$ cat src/rtl/memu_pkg.sv
// Shared memory-unit types: ROB tag width, default issue-queue depth and the
// packed entry held by the load/store issue queue.
package memu_pkg;

  localparam int ROBEN_W   = 5;
  localparam int DEPTH_DEF = 4;

  typedef struct packed {
    logic               is_store;
    logic [ROBEN_W-1:0] roben;
    logic [31:0]        addr;
    logic [31:0]        data;
  } mem_op_t;

endpackage

$ cat src/rtl/mem_issue_fifo.sv
// Circular buffer of memory ops; pointers wrap naturally, count has one extra
// bit so that "full" is representable. Flush empties it in one edge.
module mem_issue_fifo
  import memu_pkg::*;
#(
  parameter int DEPTH = DEPTH_DEF,
  localparam int AW   = $clog2(DEPTH)
) (
  input  logic          clk,
  input  logic          rst,
  input  logic          i_push,
  input  mem_op_t       i_entry,
  input  logic          i_pop,
  input  logic          i_flush,
  output mem_op_t       o_head,
  output logic [AW:0]   o_count
);

  mem_op_t       r_mem [DEPTH];
  logic [AW-1:0] r_head;
  logic [AW-1:0] r_tail;
  logic [AW:0]   r_count;

  always_ff @(posedge clk or negedge rst) begin
    if (!rst) begin
      r_head  <= '0;
      r_tail  <= '0;
      r_count <= '0;
    end else if (i_flush) begin
      r_head  <= r_tail;
      r_count <= '0;
    end else begin
      if (i_push) r_tail <= r_tail + 1'b1;
      if (i_pop)  r_head <= r_head + 1'b1;
      if (i_push && !i_pop)      r_count <= r_count + 1'b1;
      else if (i_pop && !i_push) r_count <= r_count - 1'b1;
    end
  end

  // Entry storage needs no reset: count gates every read of it.
  always_ff @(posedge clk) begin
    if (i_push && !i_flush) r_mem[r_tail] <= i_entry;
  end

  assign o_head  = r_mem[r_head];
  assign o_count = r_count;

endmodule

$ cat src/rtl/mem_issue_queue.sv
// In-order load/store issue queue toward the data memory: loads issue at the
// head, stores wait for their ROB commit, load results go out on the CDB.
module mem_issue_queue
  import memu_pkg::mem_op_t;
#(
  parameter int DEPTH   = memu_pkg::DEPTH_DEF,
  // Must match the package width, which sizes the stored entry.
  parameter int ROBEN_W = memu_pkg::ROBEN_W
) (
  input  logic               clk,
  input  logic               rst,
  input  logic               in_valid,
  output logic               in_ready,
  input  logic               in_is_store,
  input  logic [ROBEN_W-1:0] in_roben,
  input  logic [31:0]        in_addr,
  input  logic [31:0]        in_data,
  input  logic               commit_valid,
  input  logic [ROBEN_W-1:0] commit_roben,
  input  logic               flush,
  output logic               mem_read_en,
  output logic               mem_write_en,
  output logic [31:0]        mem_addr,
  output logic [31:0]        mem_data,
  output logic [ROBEN_W-1:0] mem_roben,
  input  logic [31:0]        mem_result,
  input  logic [ROBEN_W-1:0] mem_result_roben,
  output logic               cdb_valid,
  output logic [ROBEN_W-1:0] cdb_roben,
  output logic [31:0]        cdb_result,
  output logic               tag_err
);

  localparam int              CW         = $clog2(DEPTH) + 1;
  localparam logic [CW-1:0]   FULL_COUNT = CW'(DEPTH);

  mem_op_t            w_in_op;
  mem_op_t            w_head;
  logic [CW-1:0]      w_count;
  logic               w_push;
  logic               w_head_valid;
  logic               w_commit_hit;
  logic               w_issue;
  logic               r_pend;
  logic [ROBEN_W-1:0] r_pend_tag;

  assign in_ready     = (w_count < FULL_COUNT);
  assign w_push       = in_valid && in_ready && !flush;
  assign w_in_op      = '{is_store: in_is_store, roben: in_roben, addr: in_addr, data: in_data};
  assign w_head_valid = (w_count != '0);
  assign w_commit_hit = commit_valid && (commit_roben == w_head.roben);
  assign w_issue      = w_head_valid && !flush && (!w_head.is_store || w_commit_hit);

  mem_issue_fifo #(.DEPTH(DEPTH)) u_fifo (
    .clk     (clk),
    .rst     (rst),
    .i_push  (w_push),
    .i_entry (w_in_op),
    .i_pop   (w_issue),
    .i_flush (flush),
    .o_head  (w_head),
    .o_count (w_count)
  );

  // Strobes last one cycle; address/data/tag hold between issues.
  always_ff @(posedge clk or negedge rst) begin
    if (!rst) begin
      mem_read_en  <= 1'b0;
      mem_write_en <= 1'b0;
      mem_addr     <= '0;
      mem_data     <= '0;
      mem_roben    <= '0;
    end else begin
      mem_read_en  <= w_issue && !w_head.is_store;
      mem_write_en <= w_issue &&  w_head.is_store;
      if (w_issue) begin
        mem_addr  <= w_head.addr;
        mem_data  <= w_head.data;
        mem_roben <= w_head.roben;
      end
    end
  end

  // A flush on the response edge drops the pending load's broadcast.
  always_ff @(posedge clk or negedge rst) begin
    if (!rst) begin
      r_pend     <= 1'b0;
      r_pend_tag <= '0;
      cdb_valid  <= 1'b0;
      cdb_roben  <= '0;
      cdb_result <= '0;
      tag_err    <= 1'b0;
    end else begin
      r_pend    <= w_issue && !w_head.is_store;
      if (w_issue) r_pend_tag <= w_head.roben;
      cdb_valid <= r_pend && !flush;
      if (r_pend && !flush) begin
        cdb_roben  <= r_pend_tag;
        cdb_result <= mem_result;
        if (mem_result_roben != r_pend_tag) tag_err <= 1'b1;
      end
    end
  end

endmodule

$ cat config.mk
export PLATFORM = sky130hd
export DESIGN_NAME = mem_issue_queue
export DESIGN_NICKNAME = d
export VERILOG_FILES = /design/src/rtl/memu_pkg.sv /design/src/rtl/mem_issue_fifo.sv /design/src/rtl/mem_issue_queue.sv
export SDC_FILE = /design/constraint.sdc
export NUM_CORES = 1
export LEC_CHECK = 0
export ABC_AREA = 1
export ABC_CLOCK_PERIOD_IN_PS = 5800
export CORE_MARGIN = 2
export CORE_UTILIZATION = 47
export DETAILED_ROUTE_END_ITERATION = 16
export DONT_BUFFER_PORTS = 1
export PLACE_DENSITY = 0.64
export SLEW_MARGIN = 20
export SYNTH_ARGS = -nofsm -noshare
export SYNTH_HDL_FRONTEND = slang
export SYNTH_SLANG_ARGS = --single-unit
$ cat constraint.sdc
create_clock -name clk -period 5.8 [get_ports clk]
set_input_delay 0.29 -clock clk [delete_from_list [all_inputs] [get_ports clk]]
set_output_delay 0.29 -clock clk [all_outputs]
set_load 0.05 [all_outputs]
==> impl_metrics.ini <==
[timing]
hold_viol = 0
tightest_slew_ps = 1000
finalCritPeriodShare = 0.697
slew_viol_final = 0
setup_violations = 0
worst_clock_skew_ps = 11.1
max_freq_mhz = 247
setup_tns_ps = 0
slew_headroom = 0.331
fin_crit_ps = 4040
rsz0062_at_grt = no

[routing]
drt-initial-drc-count = 796
post_drt_via_cell_ratio = 5.33
dr.max_layer_used = met4
wl_met3_mm = 2.64
wl_met2_mm = 16.1
drtAntennaViolNets = 0
routed_wl_mm = 33.2
wl_per_cell_microns = 18.9
vias = 9393
drt-met1-wl_mm = 13.7
firstDrtPassIters = 5
drc = 0

[power_and_ir_drop]
leakage_uw = 0.00691
ir_worst_vdd_v = 0.000317
power_density_nw_per_um2 = 554

[logic_synthesis]
synth_top_family_by_area = simple AND/OR/NAND/NOR gates
synth-compound-area-share = 0.0759
synth_area_per_cell_sq_um = 12.2
netlist_instances = 1231
synth_area_sq_um = 15000
yosysWarnings = 0
synth_fa_ha_area_frac = 0.00466
synth.distinct_cells = 29
synthMuxAreaShare = 0
synth_xor_area_frac = 0.00233
yosysSeqAreaShare = 0.754
synth_top_area_share = 0.559
post-synth-top-area-cell = edfxtp_1
synthSimpleGateAreaFrac = 0.135
synth_nets = 1353
synth_top_cells_by_area = edfxtp_1, dfrtp_1, nand2_1
synth_seq_cells = 397

[placement]
hpwl_mm = 18.2
dpl_cell_area_sq_um = 15300
place_congestion = 0.756
portBuffers = 0
placedCellCount = 1576

[worst_setup_path]
cp-end-kind = flip-flop
worst-path-max-fanout = 83
critPathKind = flip-flop to flip-flop
start_kind = flip-flop
cp.arrival_ps = 4400
cp.required_ps = 6160

[die]
die_width_microns = 183
die_area_sq_um = 33400
die_h_microns = 183
io_pins = 228
initial_core_util = 0.477
core-area_sq_um = 31600
num_rows = 65

[cells_and_area]
stdcell_count = 1761
mostFrequentLayoutCell = nand2_1
utilization = 0.563
drive_gt1_frac = 0.0678
fin_area_sq_um = 17800
final_cell_mix = nand2_1, edfxtp_1, nor2_1, o21ai_0, dfrtp_1
nFillCells = 2572
nNetsFinal = 1445
area_growth_pct = 18.1

[global_route]
grt_max_degree = 118
gr-total-overflow = 0
grt_pass1_vias = 9575
grt_usage = 0.198
grt_pass1_wl_mm = 51.8
antenna_found_initial = 3

[clock_network]
htree_levels = 2
clockBufferDepth = 3
cts_buffers = 42
insertion_delay_ps = 520
path_clk_slew_ps = 60
cts_tree = built
cts.sinks = 397
root_buffer = clkbuf_16

[job]
cap_violations = 0

[outcome]
outcome = complete, no violations

[min_path]
hp-class = primary input to flip-flop
[layer usage]
layer,up-vias,GRT usage
li1,4444,-
met1,4543,0.248
met2,346,0.343
met3,60,0.0475
met4,0,0.0582
met5,-,0
[kinds of logic (layout without fill, tap and decap cells)]
logic type	after synthesis	after routing
AND/OR/NAND/NOR	526	526
AO/OA/AOI/OAI	210	210
XOR/XNOR	4	4
adder cells (fa/ha/maj)	5	5
buffers and inverters	89	214
other	0	3
flip-flops	397	397
[timing repair]
| item | 4_1_cts | 5_1_grt |
|---|---|---|
| hold endpoints to repair | 434 | 0 |
| gates resized for setup | 0 | 0 |
| buffers inserted | 0 | 0 |
| hold buffers | 105 | 0 |
[per-stage QoR]
step	total power, uW	worst slack (ps)	hold WS [ps]
2_1_floorplan	6720	1280	-5.59
3_3_place_gp	7180	1230	-2.12
3_5_place_dp	7260	1060	-2.67
4_1_cts	9930	1050	2.27
5_1_grt	10400	1250	55.6
6_report	9840	1760	30.2
[synth_stat cells]
cell / instances
fa_1: 1
o21ai_1: 2
nand3_1: 19
buf_2: 4
edfxtp_1: 280
o21bai_1: 1
a21oi_1: 2
o221ai_1: 1
o22ai_1: 65
buf_1: 3
o21ai_0: 138
inv_1: 17
inv_2: 3
dfrtp_1: 117
nand2_2: 1
nor4_1: 1
nor2_2: 1
inv_4: 1
ha_1: 4
nand3b_1: 4
and3_1: 1
nor2_1: 142
buf_4: 6
or2_2: 1
xor2_1: 4
nand2_1: 356
clkbuf_1: 46
o211ai_1: 1
buf_6: 9
[state kept, by name, summed over array words and instances, names as in the netlist]
register,count
cdb_roben,5
mem_addr,32
tag_err,1
u_fifo.r_head,2
cdb_valid,1
mem_data,32
u_fifo.r_mem,280
u_fifo.r_tail,2
cdb_result,32
mem_write_en,1
r_pend_tag,5
r_pend,1
u_fifo.o_count,3
[worst paths after layout]
path	start	to	slack, ps	cells past startpoint
worst min-delay path	flush	u_fifo.r_head[0]	30	3
min in group asynchronous	rst	mem_data[13]	390	2
worst max-delay path	u_fifo.r_head[0]	u_fifo.r_head[1]	1760	8
worst max register to register	u_fifo.r_head[0]	u_fifo.r_head[1]	1760	8
max in group asynchronous	rst	u_fifo.r_head[0]	4910	2
worst min register to register	u_fifo.o_count[2]	u_fifo.o_count[2]	480	2
[critical path, stage by stage, from the launching register on]
cell and delay [ps]:
dfrtp_4 820, buf_4 730, o21ai_0 210, o22ai_1 200, inv_1 100, nand3_1 190, nand2_4 510, inv_4 820
o221ai_1 200
[final cells by class]
cell class / instances / area, sq um / share of cell area
clock inverter: 21 / 169 / 0.00951
tap: 402 / 503 / 0.0283
inverter: 21 / 83.8 / 0.00472
multi-input combinational: 745 / 3310 / 0.186
sequential: 397 / 11300 / 0.639
clock buffer: 56 / 1180 / 0.0662
antenna: 3 / 7.51 / 0.000423
timing repair buffer: 116 / 1170 / 0.0658
[power by group]
| group | internal [uW] | switching (uW) |
|---|---|---|
| Clock | 1520 | 1050 |
| Combinational | 636 | 1420 |
| Sequential | 3610 | 1610 |
(Power assumes the default switching activity.)
